`config.mk`:
```
export PLATFORM = sky130hd
export DESIGN_NAME = turbo_llr_frame_buffer
export DESIGN_NICKNAME = d
export VERILOG_FILES = /design/src/rtl/turbo_pkg.sv /design/src/rtl/turbo_llr_bank.sv /design/src/rtl/turbo_llr_frame_buffer.sv
export SDC_FILE = /design/constraint.sdc
export NUM_CORES = 1
export LEC_CHECK = 0
export CAP_MARGIN = 0
export CORE_AREA = 8 8 321 323
export DETAILED_ROUTE_END_ITERATION = 10
export DIE_AREA = 0 0 329 331
export GPL_ROUTABILITY_DRIVEN = 0
export HOLD_SLACK_MARGIN = 0.15
export PLACE_DENSITY = 0.76
export SLEW_MARGIN = 40
export SYNTH_ARGS = -nofsm -noshare
export SYNTH_HDL_FRONTEND = slang
export SYNTH_SLANG_ARGS = --single-unit
```
`constraint.sdc`:
```
create_clock -name clk_p_i -period 7.2 [get_ports clk_p_i]
set_input_delay 1.08 -clock clk_p_i [delete_from_list [all_inputs] [get_ports clk_p_i]]
set_output_delay 1.08 -clock clk_p_i [all_outputs]
set_load 0.1 [all_outputs]
```
`src/rtl/turbo_pkg.sv`:
```
// Shared types for the turbo LLR frame buffer: default LLR width, read-side FSM
// states and the packed {sys, par1, par2} triplet layout used on the read port.
package turbo_pkg;

  localparam int unsigned LLR_W_DEF = 6;

  typedef enum logic [1:0] {
    R_IDLE  = 2'd0,
    R_OFFER = 2'd1,
    R_BUSY  = 2'd2
  } rd_state_e;

  typedef struct packed {
    logic [LLR_W_DEF-1:0] sys;
    logic [LLR_W_DEF-1:0] par1;
    logic [LLR_W_DEF-1:0] par2;
  } llr_triplet_t;

endpackage

```
`src/rtl/turbo_llr_bank.sv`:
```
// One K-entry frame bank: single write port, synchronous read port.
// Contents are not reset; the read register only updates when enabled.
module turbo_llr_bank
  import turbo_pkg::*;
#(
  parameter int unsigned K      = 40,
  parameter int unsigned DATA_W = 18,
  localparam int unsigned ADDR_W = $clog2(K)
) (
  input  logic              clk_p_i,
  input  logic              wr_en_i,
  input  logic [ADDR_W-1:0] wr_addr_i,
  input  logic [DATA_W-1:0] wr_data_i,
  input  logic              rd_en_i,
  input  logic [ADDR_W-1:0] rd_addr_i,
  output logic [DATA_W-1:0] rd_data_o
);

  logic [DATA_W-1:0] mem_q [K];
  logic [DATA_W-1:0] rd_data_q;

  // RAM write and registered read; rd_en_i is low for out-of-range addresses.
  always_ff @(posedge clk_p_i) begin
    if (wr_en_i) begin
      mem_q[wr_addr_i] <= wr_data_i;
    end
    if (rd_en_i) begin
      rd_data_q <= mem_q[rd_addr_i];
    end
  end

  assign rd_data_o = rd_data_q;

endmodule

```
`src/rtl/turbo_llr_frame_buffer.sv`:
```
// Ping-pong channel-LLR frame buffer feeding the turbo decoder. Streams of
// {sys, par1, par2} triplets are packed into K-symbol frames in alternating
// banks; each full bank is offered to the decoder and served for random reads
// until the decoder releases it.
// Optional build macro: TURBO_LLR_SAT_EN -- stores the most negative LLR as
// its symmetric neighbour so the SISO can negate any stored value safely.
module turbo_llr_frame_buffer
  import turbo_pkg::*;
#(
  parameter int unsigned K      = 40,
  parameter int unsigned LLR_W  = LLR_W_DEF,
  localparam int unsigned ADDR_W = $clog2(K)
) (
  input  logic                 clk_p_i,
  input  logic                 reset_n_i,
  input  logic                 in_valid_i,
  output logic                 in_ready_o,
  input  logic [LLR_W-1:0]     in_sys_i,
  input  logic [LLR_W-1:0]     in_par1_i,
  input  logic [LLR_W-1:0]     in_par2_i,
  input  logic                 in_last_i,
  output logic                 frame_valid_o,
  input  logic                 dec_start_i,
  input  logic                 dec_done_i,
  input  logic [ADDR_W-1:0]    rd_addr_i,
  output logic [3*LLR_W-1:0]   rd_data_o,
  output logic                 err_o,
  output logic [15:0]          frame_cnt_o
);

  localparam int unsigned DATA_W = 3 * LLR_W;

`ifdef TURBO_LLR_SAT_EN
  localparam logic [LLR_W-1:0] LlrMin    = {1'b1, {(LLR_W-1){1'b0}}};
  localparam logic [LLR_W-1:0] LlrMinSat = LlrMin + LLR_W'(1);
`endif

  function automatic logic [LLR_W-1:0] store_llr(input logic [LLR_W-1:0] x);
`ifdef TURBO_LLR_SAT_EN
    if (x == LlrMin) begin
      return LlrMinSat;
    end
`endif
    return x;
  endfunction

  logic [ADDR_W-1:0] wr_ptr_q, wr_ptr_d;
  logic              wr_bank_q, wr_bank_d;
  logic              rd_bank_q, rd_bank_d;
  logic [1:0]        full_q, full_d;
  rd_state_e         rd_state_q, rd_state_d;
  logic              err_q, err_d;
  logic [15:0]       frame_cnt_q, frame_cnt_d;
  logic              rd_sel_q, rd_ok_q;

  logic              accept;
  logic              wr_close;
  logic              rd_en;
  logic [1:0]        bank_wr_en;
  logic [DATA_W-1:0] wr_data;
  logic [DATA_W-1:0] bank_rd_data [2];

  assign in_ready_o = ~full_q[wr_bank_q];
  assign accept     = in_valid_i & in_ready_o;
  assign wr_close   = accept & (wr_ptr_q == ADDR_W'(K - 1));
  assign wr_data    = {store_llr(in_sys_i), store_llr(in_par1_i), store_llr(in_par2_i)};
  assign bank_wr_en = {accept & wr_bank_q, accept & ~wr_bank_q};
  assign rd_en      = 32'(rd_addr_i) < K;

  // Write side: advance the pointer, close frames by count, flag framing errors.
  always_comb begin
    wr_ptr_d  = wr_ptr_q;
    wr_bank_d = wr_bank_q;
    err_d     = err_q;
    if (accept) begin
      // in_last_i must coincide exactly with the closing symbol.
      if (in_last_i != wr_close) begin
        err_d = 1'b1;
      end
      if (wr_close) begin
        wr_ptr_d  = '0;
        wr_bank_d = ~wr_bank_q;
      end else begin
        wr_ptr_d = wr_ptr_q + ADDR_W'(1);
      end
    end
  end

  // Read FSM plus bank-full bookkeeping; a close and a release hit different banks.
  always_comb begin
    rd_state_d  = rd_state_q;
    rd_bank_d   = rd_bank_q;
    frame_cnt_d = frame_cnt_q;
    full_d      = full_q;
    if (wr_close) begin
      full_d[wr_bank_q] = 1'b1;
    end
    unique case (rd_state_q)
      R_IDLE: begin
        if (full_q[rd_bank_q]) begin
          rd_state_d = R_OFFER;
        end
      end
      R_OFFER: begin
        if (dec_start_i) begin
          rd_state_d = R_BUSY;
        end
      end
      R_BUSY: begin
        if (dec_done_i) begin
          full_d[rd_bank_q] = 1'b0;
          rd_bank_d         = ~rd_bank_q;
          frame_cnt_d       = frame_cnt_q + 16'd1;
          rd_state_d        = R_IDLE;
        end
      end
      default: rd_state_d = R_IDLE;
    endcase
  end

  // State registers, including the read-side select/valid pipeline stage.
  always_ff @(posedge clk_p_i or negedge reset_n_i) begin
    if (!reset_n_i) begin
      wr_ptr_q    <= '0;
      wr_bank_q   <= 1'b0;
      rd_bank_q   <= 1'b0;
      full_q      <= '0;
      rd_state_q  <= R_IDLE;
      err_q       <= 1'b0;
      frame_cnt_q <= '0;
      rd_sel_q    <= 1'b0;
      rd_ok_q     <= 1'b0;
    end else begin
      wr_ptr_q    <= wr_ptr_d;
      wr_bank_q   <= wr_bank_d;
      rd_bank_q   <= rd_bank_d;
      full_q      <= full_d;
      rd_state_q  <= rd_state_d;
      err_q       <= err_d;
      frame_cnt_q <= frame_cnt_d;
      rd_sel_q    <= rd_bank_q;
      rd_ok_q     <= rd_en;
    end
  end

  for (genvar b = 0; b < 2; b++) begin : g_bank
    turbo_llr_bank #(
      .K      (K),
      .DATA_W (DATA_W)
    ) u_bank (
      .clk_p_i   (clk_p_i),
      .wr_en_i   (bank_wr_en[b]),
      .wr_addr_i (wr_ptr_q),
      .wr_data_i (wr_data),
      .rd_en_i   (rd_en),
      .rd_addr_i (rd_addr_i),
      .rd_data_o (bank_rd_data[b])
    );
  end

  // rd_ok_q masks out-of-range addresses and the unreset RAM output after reset.
  assign rd_data_o     = rd_ok_q ? bank_rd_data[rd_sel_q] : '0;
  assign frame_valid_o = (rd_state_q == R_OFFER);
  assign err_o         = err_q;
  assign frame_cnt_o   = frame_cnt_q;

endmodule
```
# After elaboration in Yosys (flattened, before gate mapping)
# Memories as Yosys holds them, arrays and structs flattened. A register that Yosys moved wholly into a read port is not among the register bits.
# Cells that the tools add are included.
[totals] regBits=31 memories=2 ram_bits=1440 elab_cells=68 out_inout_bits=37 in_bits=30
[classes] n_addsub=2 bitwise=11 order_cmp=6 reduce_logical=7 eq_ne=7 n_mux=24
[memory_table] name="g_bank[0].u_bank.mem_q" depth=40 width=18 read_ports=1 rd_ports_with_merged_regs=1 wr=1 line_no="turbo_llr_bank.sv:19" rtl="logic [DATA_W-1:0] mem_q [K];"
[memory_table] name="g_bank[1].u_bank.mem_q" depth=40 width=18 read_ports=1 rd_ports_with_merged_regs=1 wr=1 line_no="turbo_llr_bank.sv:19"
[ops] op="$mux 18" n=4
[ops] op="$add 16x1->16 const B" n=1
[ops] op="$mux 2" n=6
[ops] op="$mux 1" n=10
[ops] op="$add 6x1->6 const B" n=1
[ops] op="$eq 6x6->1 const B" n=1
[ops] op="$lt 6x6->1 const B" n=1
[ops] op="$mux 6" n=1
[ops] op="$pmux 2 s3" n=1
[ops] op="$reduce_and 2->1" n=3
[ops] op="$and 1x1->1" n=4
[ops] op="$lt 1x2->1 const B" n=2
[ops] op="$ne 2x2->1 const B" n=2
[ops] op="$not 1->1" n=3
[ops] op="$reduce_and 3->1" n=1
[ops] op="$and 2x2->2" n=1
[ops] op="$demux 1 s1" n=2
[ops] op="$eq 2x1->1 const B" n=1
[ops] op="$eq 2x2->1 const B" n=1
[ops] op="$ge 1x1->1 const B" n=2
[ops] op="$ge 2x2->1 const B" n=1
[ops] op="$logic_and 1x1->1" n=2
[ops] op="$logic_not 2->1" n=1
[ops] op="$ne 2x1->1 const B" n=1
[ops] op="4 further kinds" n=4

# Depth between registers and ports, before layout
# Gate-level depths: netlist of run 1.
[depth] depth_word=9 ltp_mapped=10

# By module
# Synthesis of run 1 repeated with hierarchy kept, for this count alone.
[hier_totals] cells_unflattened=3107 hier_area_um2=59216.8
[modules_own_cells] module="turbo_llr_bank" area_per_inst_um2=28761.3 seq_area_each_um2=22161.3 cells_per_inst=1473 n_inst=2
[modules_own_cells] module="turbo_llr_frame_buffer" area_per_inst_um2=1694.1 seq_area_each_um2=775.7 cells_per_inst=161 n_inst=1

# Worst setup path after synthesis of run 1
# No wires, ideal clock.
[synth_path] path_kind="input-to-reg" from="in rd_addr_i[3]" to="reg g_bank[0].u_bank.rd_data_q[0] (read register of g_bank[0].u_bank.mem_q), enable pin" setup_slack_ps=2294 path_stages=5 t_required_ps=6719 t_arrival_ps=4425 path_cell_list="buf_2 > buf_2 > clkbuf_1 > clkbuf_1 > o21ai_0"
[synth_between] elab_chain_cells=1
[synth_rtl] element="from (decl)" line_no="turbo_llr_frame_buffer.sv:25" rtl="input logic [ADDR_W-1:0] rd_addr_i,"
[synth_rtl] element="$lt 6x6->1" line_no="turbo_llr_frame_buffer.sv:68" rtl="assign rd_en = 32'(rd_addr_i) < K;"
[synth_rtl] element="named net g_bank[0].u_bank.rd_en_i" line_no="turbo_llr_bank.sv:14" rtl="input logic rd_en_i,"
[synth_rtl] element="to (decl)" line_no="turbo_llr_bank.sv:20" rtl="logic [DATA_W-1:0] rd_data_q;"
# The timed path passes the listed nets, and every way through them passes these cells.
# A chain may end at the register's enable or synchronous reset.

# Final worst setup path of run 1
[layout_path] from="reg rd_ok_q" to="out rd_data_o[8]"
[layout_between] elab_chain_cells=1
[layout_rtl] element="from (decl)" line_no="turbo_llr_frame_buffer.sv:54" rtl="logic rd_sel_q, rd_ok_q;"
[layout_rtl] element="from (signal assigned)" line_no="turbo_llr_frame_buffer.sv:142" rtl="rd_ok_q <= rd_en;"
[layout_rtl] element="$mux 18" line_no="turbo_llr_frame_buffer.sv:162" rtl="assign rd_data_o = rd_ok_q ? bank_rd_data[rd_sel_q] : '0;"
[layout_rtl] element="to (decl)" line_no="turbo_llr_frame_buffer.sv:26" rtl="output logic [3*LLR_W-1:0] rd_data_o,"
# Every way passes these cells.

==> results of run 1 <==
logic make-up (layout without fill, tap and decap cells):
kind of cell	count (synthesis)	in the layout	synth area share
AO/OA/AOI/OAI	193	193	0.02319
multiplexers	556	556	0.1590
flip-flops	1507	1507	0.7746
adder cells (fa/ha/maj)	2	2	0.0004298
AND/OR/NAND/NOR	337	337	0.02639
buffers and inverters	153	425	0.01354
other	0	1	0
XOR/XNOR	19	19	0.002858
synth_stat cells, types with 8 or more instances:
| cell | count | area share |
|---|---|---|
| o22ai_1 | 34 | 0.0037 |
| buf_1 | 14 | 0.00090 |
| mux2_2 | 69 | 0.013 |
| a31oi_1 | 8 | 0.00086 |
| nor2_1 | 91 | 0.0059 |
| nand3_1 | 79 | 0.0068 |
| dfrtp_1 | 31 | 0.013 |
| mux4_2 | 288 | 0.11 |
| buf_2 | 48 | 0.0041 |
| xnor2_1 | 15 | 0.0023 |
| clkbuf_1 | 63 | 0.0041 |
| nand2_1 | 107 | 0.0069 |
| mux2i_1 | 199 | 0.034 |
| buf_4 | 13 | 0.0017 |
| edfxtp_1 | 1476 | 0.76 |
| a22oi_1 | 39 | 0.0050 |
| a211oi_1 | 34 | 0.0044 |
| a22o_1 | 33 | 0.0050 |
| nor2b_1 | 27 | 0.0029 |
| a21oi_1 | 34 | 0.0029 |
| buf_6 | 14 | 0.0027 |
area by class of cell:
type	count	area share
repair buffers	156	0.01979
multi-input cells	1107	0.1943
flip-flops and latches	1507	0.6880
clock inverters	87	0.01372
inverters	1	0.00005726
diodes	1	0.00003818
well taps	1287	0.02457
clock buffers	181	0.05950
report_power, final:
part	switching, µW	total [µW]	leakage [µW]	internal (µW)
clock network	3220	7630	0.00233	4410
logic	1340	1850	0.00516	505
registers	136	10100	0.0137	9920
sequential cells by signal (all words and copies together) (netlist names), 2 cells and up:
signal / count
g_bank.u_bank.mem_q: 1440
g_bank.u_bank.rd_data_o: 36
frame_cnt_o: 16
wr_ptr_q: 6
full_q: 2
rd_state_q: 2
critical path, delay by kind of cell, from the launching register on:
| family | cells | cell delay [ns] |
|---|---|---|
| buffers and inverters | 1 | 0.55 |
| AND/OR/NAND/NOR | 1 | 0.60 |
| flip-flops | 1 | 0.73 |
worst max path at each step:
| stage | start | slack, ns | to |
|---|---|---|---|
| floorplan | rd_addr_i[3] | 2.29 | g_bank[0].u_bank.rd_data_o[0] |
| global placement | rd_addr_i[3] | 2.86 | g_bank[0].u_bank.rd_data_o[13] |
| detailed placement | rd_addr_i[3] | 2.98 | g_bank[1].u_bank.rd_data_o[13] |
| CTS | rd_ok_q | 3.49 | rd_data_o[8] |
| global route | rd_ok_q | 3.33 | rd_data_o[8] |
| finish | rd_ok_q | 3.49 | rd_data_o[8] |
metal layers:
layer  wire length, µm  GRT usage  part of all wire
met2             67240     0.4110              0.48
met3             15630    0.05230              0.11
met5                 0          0                 0
met4              6207     0.1076             0.044
met1             50930     0.3536              0.36
per-stage QoR:
stage / instances / cell area, µm² / setup slack (ns) / total power (µW) / utilization
after floorplan: 2767 / 58220 / 2.294 / 11250 / -
after global placement: 4046 / 60420 / 2.865 / 11950 / 0.6185
after detailed placement: 4057 / 60690 / 2.977 / 12050 / 0.6212
after CTS: 4325 / 65490 / 3.486 / 19560 / 0.6703
after global routing: 4326 / 65550 / 3.335 / 20000 / 0.6709
final: 4327 / 65550 / 3.488 / 19530 / 0.6709
cell usage in the layout (no fill, tap or decap), drive strengths merged, types with 2 or more instances in the layout:
cell,synthesis,layout
a211oi,34,34
a21o,3,3
a21oi,34,34
a22o,33,33
a22oi,39,39
a31oi,8,8
a32oi,3,3
and2,2,2
and3,3,3
and3b,3,3
buf,89,152
bufinv,0,15
clkbuf,63,181
clkdlybuf4s50,0,4
clkinv,0,56
clkinvlp,0,10
dfrtp,31,31
edfxtp,1476,1476
ha,2,2
inv,1,7
mux2,69,69
mux2i,199,199
mux4,288,288
nand2,107,107
nand2b,3,3
nand3,79,79
nand3b,5,5
nand4,4,4
nor2,91,91
nor2b,27,27
nor3,4,4
nor3b,5,5
o21ai,3,3
o22ai,34,34
or3b,2,2
xnor2,15,15
xor2,4,4
==> impl_metrics.toml, run 1 <==
[yosys]
syn_nets = 2799
synthArstFlopShare = 0.02057
yosysWarnings = 0
netlist_area_um2 = 58220
synth_cell_types = 40
synthCells = 2767
synth_area_per_cell_um2 = 21.04
yosys_register_bits = 1507
synthFlopType = "edfxtp_1"
synth_edf_count = 1476
yosysSeqAreaShare = 0.7746

[setup_path]
critPathRequiredTime_ns = 6.12
reg2reg_slack_ns = 4.45
r2r_cells = 4
cpMaxStageDelayCell = "dfrtp_1"
worstPathMaxFanout = 18
worst_r2r_endpoint = "g_bank[0].u_bank.mem_q[1][16]"
path_cells = "nor2b_1 -> buf_2"
startpoint_type = "flop"
worstReg2RegStart = "full_q[0]"
arrival_ns = 2.63
crit_type = "flop to primary output"
slowest_delay_ns = 0.73
endpoint_kind = "primary output"

[timing]
period_minus_slack_ns = 3.712
fin_skew_ns = 0.02192
worst_pin_slew_ns = 1.047
period_share = 0.5156
fmax_mhz = 269.4
hold_viol = 0
max_slew_margin = 0.2977
report.final.slew_viol_count = 0
hold_slack_ns = 0.2934
rsz0062_at_grt = "false"
setup_violations = 0
tns_ns = 0

[pwr]
peakVddDrop_v = 0.0002188
p_leak_uw = 0.02120
powerDensity_nw_per_um2 = 298.0

[placed_design]
hpwl_um = 79440
port_buffers = 66

[global_route]
grt_pass1_wl_um = 201900
antenna_found_initial = 3
grt_max_degree = 90
track_usage = 0.2581
grt_pass1_vias = 29140
grt_overflow = 0

[floorplan]
start_util = 0.5959
die_x_um = 329
die_area_um2 = 108900
rows = 115
boundaryPins = 67
core_area_um2 = 97700
die_h_um = 331

[clocking]
cts_root_buf = "clkbuf_16"
clk-insertion-delay-late_ns = 0.75
cts.repair.resized = 0
postCtsSetupBuffers = 0
ctsHoldBuffers = 0
clkTransAtPathRegs_ns = 0.06
cts_tree = "yes"
clock-sinks = 1507
cts_buffer_depth = 3
cts_htree_levels = 4
cts_made_buffers = 147

[layout]
num-fill-cells = 5818
multi_input_area_um2 = 12740
ff_latch_area_um2 = 45100
drive_above_1_share = 0.2619
areaGrowthSynthToFinish_pct = 12.59
fin_nets = 2952

[status]
status = "complete, no violations"

[detailed_routing]
post_drt_via_cell_ratio = 6.688
wl_um = 140000
drtIter0Drc = 4228
dr_total_vias = 28940
post_drt_wl_per_cell_um = 32.35
drt_pass1_iterations = 6
drc = 0
antenna_left = 0

[run]
max_cap_viol_count = 0

[worst_hold_path]
hold_class = "input pin to asynchronous set/reset pin"
Power figures use the tool's default switching activity.
==> inputs of run 2 (changes only) <==
Settings changed: CORE_AREA 8 8 321 323 to 8 8 332 334, DIE_AREA 0 0 329 331 to 0 0 340 342, PLACE_DENSITY 0.76 to 0.75.
Clock period 7.2 ns to 3.4 ns, I/O delays scaled along.
==> impl_metrics.toml, run 2 (same netlist as run 1, synthesis figures left out) <==
[status]
status = "complete, no violations"

[global_route]
grt_pass1_vias = 29460
grt_max_degree = 81
antenna_found_initial = 6
grt_pass1_wl_um = 201200
grt_overflow = 0
track_usage = 0.2374

[layout]
final_cell_mix = "edfxtp_1 (1476), mux4_2 (288), mux2i_1 (199)"
final_common_cell = "edfxtp_1"
drive_above_1_share = 0.2685
finalNonFillerCells = 4539
fin_nets = 3058
areaGrowthSynthToFinish_pct = 13.83
top_register = "g_bank.u_bank.mem_q"
largest_register_ffs = 1440
num-fill-cells = 6735
final_area_um2 = 66270

[floorplan]
core_area_um2 = 104700
boundaryPins = 67
start_util = 0.5562
die_area_um2 = 116300
rows = 119
die_x_um = 340
die_h_um = 342

[timing]
rsz0062_at_grt = "false"
fmax_mhz = 343.6
period_minus_slack_ns = 2.910
hold_slack_ns = 0.2208
tns_ns = 0
period_share = 0.8560
hold_viol = 0
report.final.slew_viol_count = 0
worst_pin_slew_ns = 0.9612
fin_skew_ns = 0.03495
max_slew_margin = 0.3554
setup_violations = 0

[detailed_routing]
post_drt_via_cell_ratio = 6.391
drc = 0
post_drt_wl_per_cell_um = 30.63
drtIter0Drc = 3661
antenna_left = 0
drt_pass1_iterations = 5
dr_total_vias = 29010
wl_um = 139000

[pwr]
p_leak_uw = 0.02173
intPower_uw = 31200
pwr-share-clk = 0.385
peakVddDrop_v = 0.0007202
powerDensity_nw_per_um2 = 617.0
power_switching_share = 0.2369
seqPwrFrac = 0.521
combPwrFrac = 0.094
power_switching_uw = 9688

[clocking]
cts_tree = "yes"
cts.repair.resized = 0
clkTransAtPathRegs_ns = 0.07
cts_made_buffers = 147
cts_root_buf = "clkbuf_16"
cts_buffer_depth = 3
clock-sinks = 1507
postCtsSetupBuffers = 0
clk-insertion-delay-late_ns = 0.77
cts_htree_levels = 4
ctsHoldBuffers = 3

[placed_design]
placed_cell_area_um2 = 61580
port_buffers = 66
dp.cells = 4265
hpwl_um = 83730

[run]
max_cap_viol_count = 0

[worst_hold_path]
hold_start = "in_par2_i[2]"
hold_class = "input pin to flop"

[setup_path]
startpoint = "rd_sel_q"
crit_type = "flop to primary output"
path_cells = "buf_4 -> mux2i_1 -> nor2b_1 -> buf_4"
worstPathMaxFanout = 18
cpMaxStageDelayCell = "nor2b_1"
arrival_ns = 2.40
endpoint_kind = "primary output"
slowest_delay_ns = 0.39
critPathRequiredTime_ns = 2.89
startpoint_type = "flop"
worstReg2RegStart = "wr_ptr_q[3]"
crit_top_cell = "buf_4"
## run 2: cell types whose count changed in the layout (fill, tap and decap cells not counted), sizes merged
cell         previous run  this run
dlygate4sd3             0         3
bufinv                 15        12
clkbuf                181       187
clkinvlp               10         3
buf                   152       255
inv                     7        10
clkinv                 56        59
## run 2: routing by layer
layer / routed length [µm] / vias up / global-route usage / share of wire
li1: - / 11960 / - / -
met1: 51070 / 15170 / 0.3092 / 0.37
met2: 66880 / 1592 / 0.3799 / 0.48
met3: 14550 / 286 / 0.06098 / 0.10
met4: 6493 / 2 / 0.1065 / 0.047
met5: 14 / - / 0 / 0.00010
## run 2: final timing paths
kind	endpoint	slack, ns	depth (start not counted)
min in group asynchronous	frame_cnt_o[8]	0.26	2
max in group asynchronous	wr_ptr_q[1]	2.80	2
min	g_bank[0].u_bank.mem_q[20][2]	0.22	1
max	rd_data_o[14]	0.49	4
min reg2reg	frame_cnt_o[15]	0.49	1
max reg2reg	g_bank[0].u_bank.mem_q[11][5]	1.05	4
## run 2: final cells by class
cell class / instances / area, µm² / area share
flip-flops and latches: 1507 / 45100 / 0.6805
multi-input cells: 1107 / 12430 / 0.1875
clock buffers: 187 / 3892 / 0.05873
repair buffers: 262 / 2351 / 0.03547
well taps: 1391 / 1740 / 0.02626
clock inverters: 83 / 757.0 / 0.01142
inverters: 1 / 3.754 / 0.00005664
diodes: 1 / 2.502 / 0.00003776
## run 2: metrics by stage
step | util | power (µW) | worst slack (ns)
floorplan | - | 23810 | 0.05711
global placement | 0.5883 | 25330 | 0.2981
detailed placement | 0.5883 | 25480 | 0.2916
CTS | 0.6330 | 41050 | 0.4271
global route | 0.6331 | 41920 | 0.4240
finish | 0.6331 | 40890 | 0.4895
## run 2: power groups by stage
stage                     combinational (µW)  sequential (µW)  clock [µW]
after floorplan                         2160            21700           0
after global placement                  3710            21600           0
after detailed placement                3810            21700           0
after CTS                               3830            21300       15900
after global routing                    3990            21300       16600
final                                   3840            21300       15800
## run 2: critical path: cells and delay by family, from the launching register on
| kind | cells | cell delay [ns] |
|---|---|---|
| multiplexers | 1 | 0.16 |
| AND/OR/NAND/NOR | 1 | 0.39 |
| buffers and inverters | 2 | 0.75 |
| flip-flops | 1 | 0.33 |
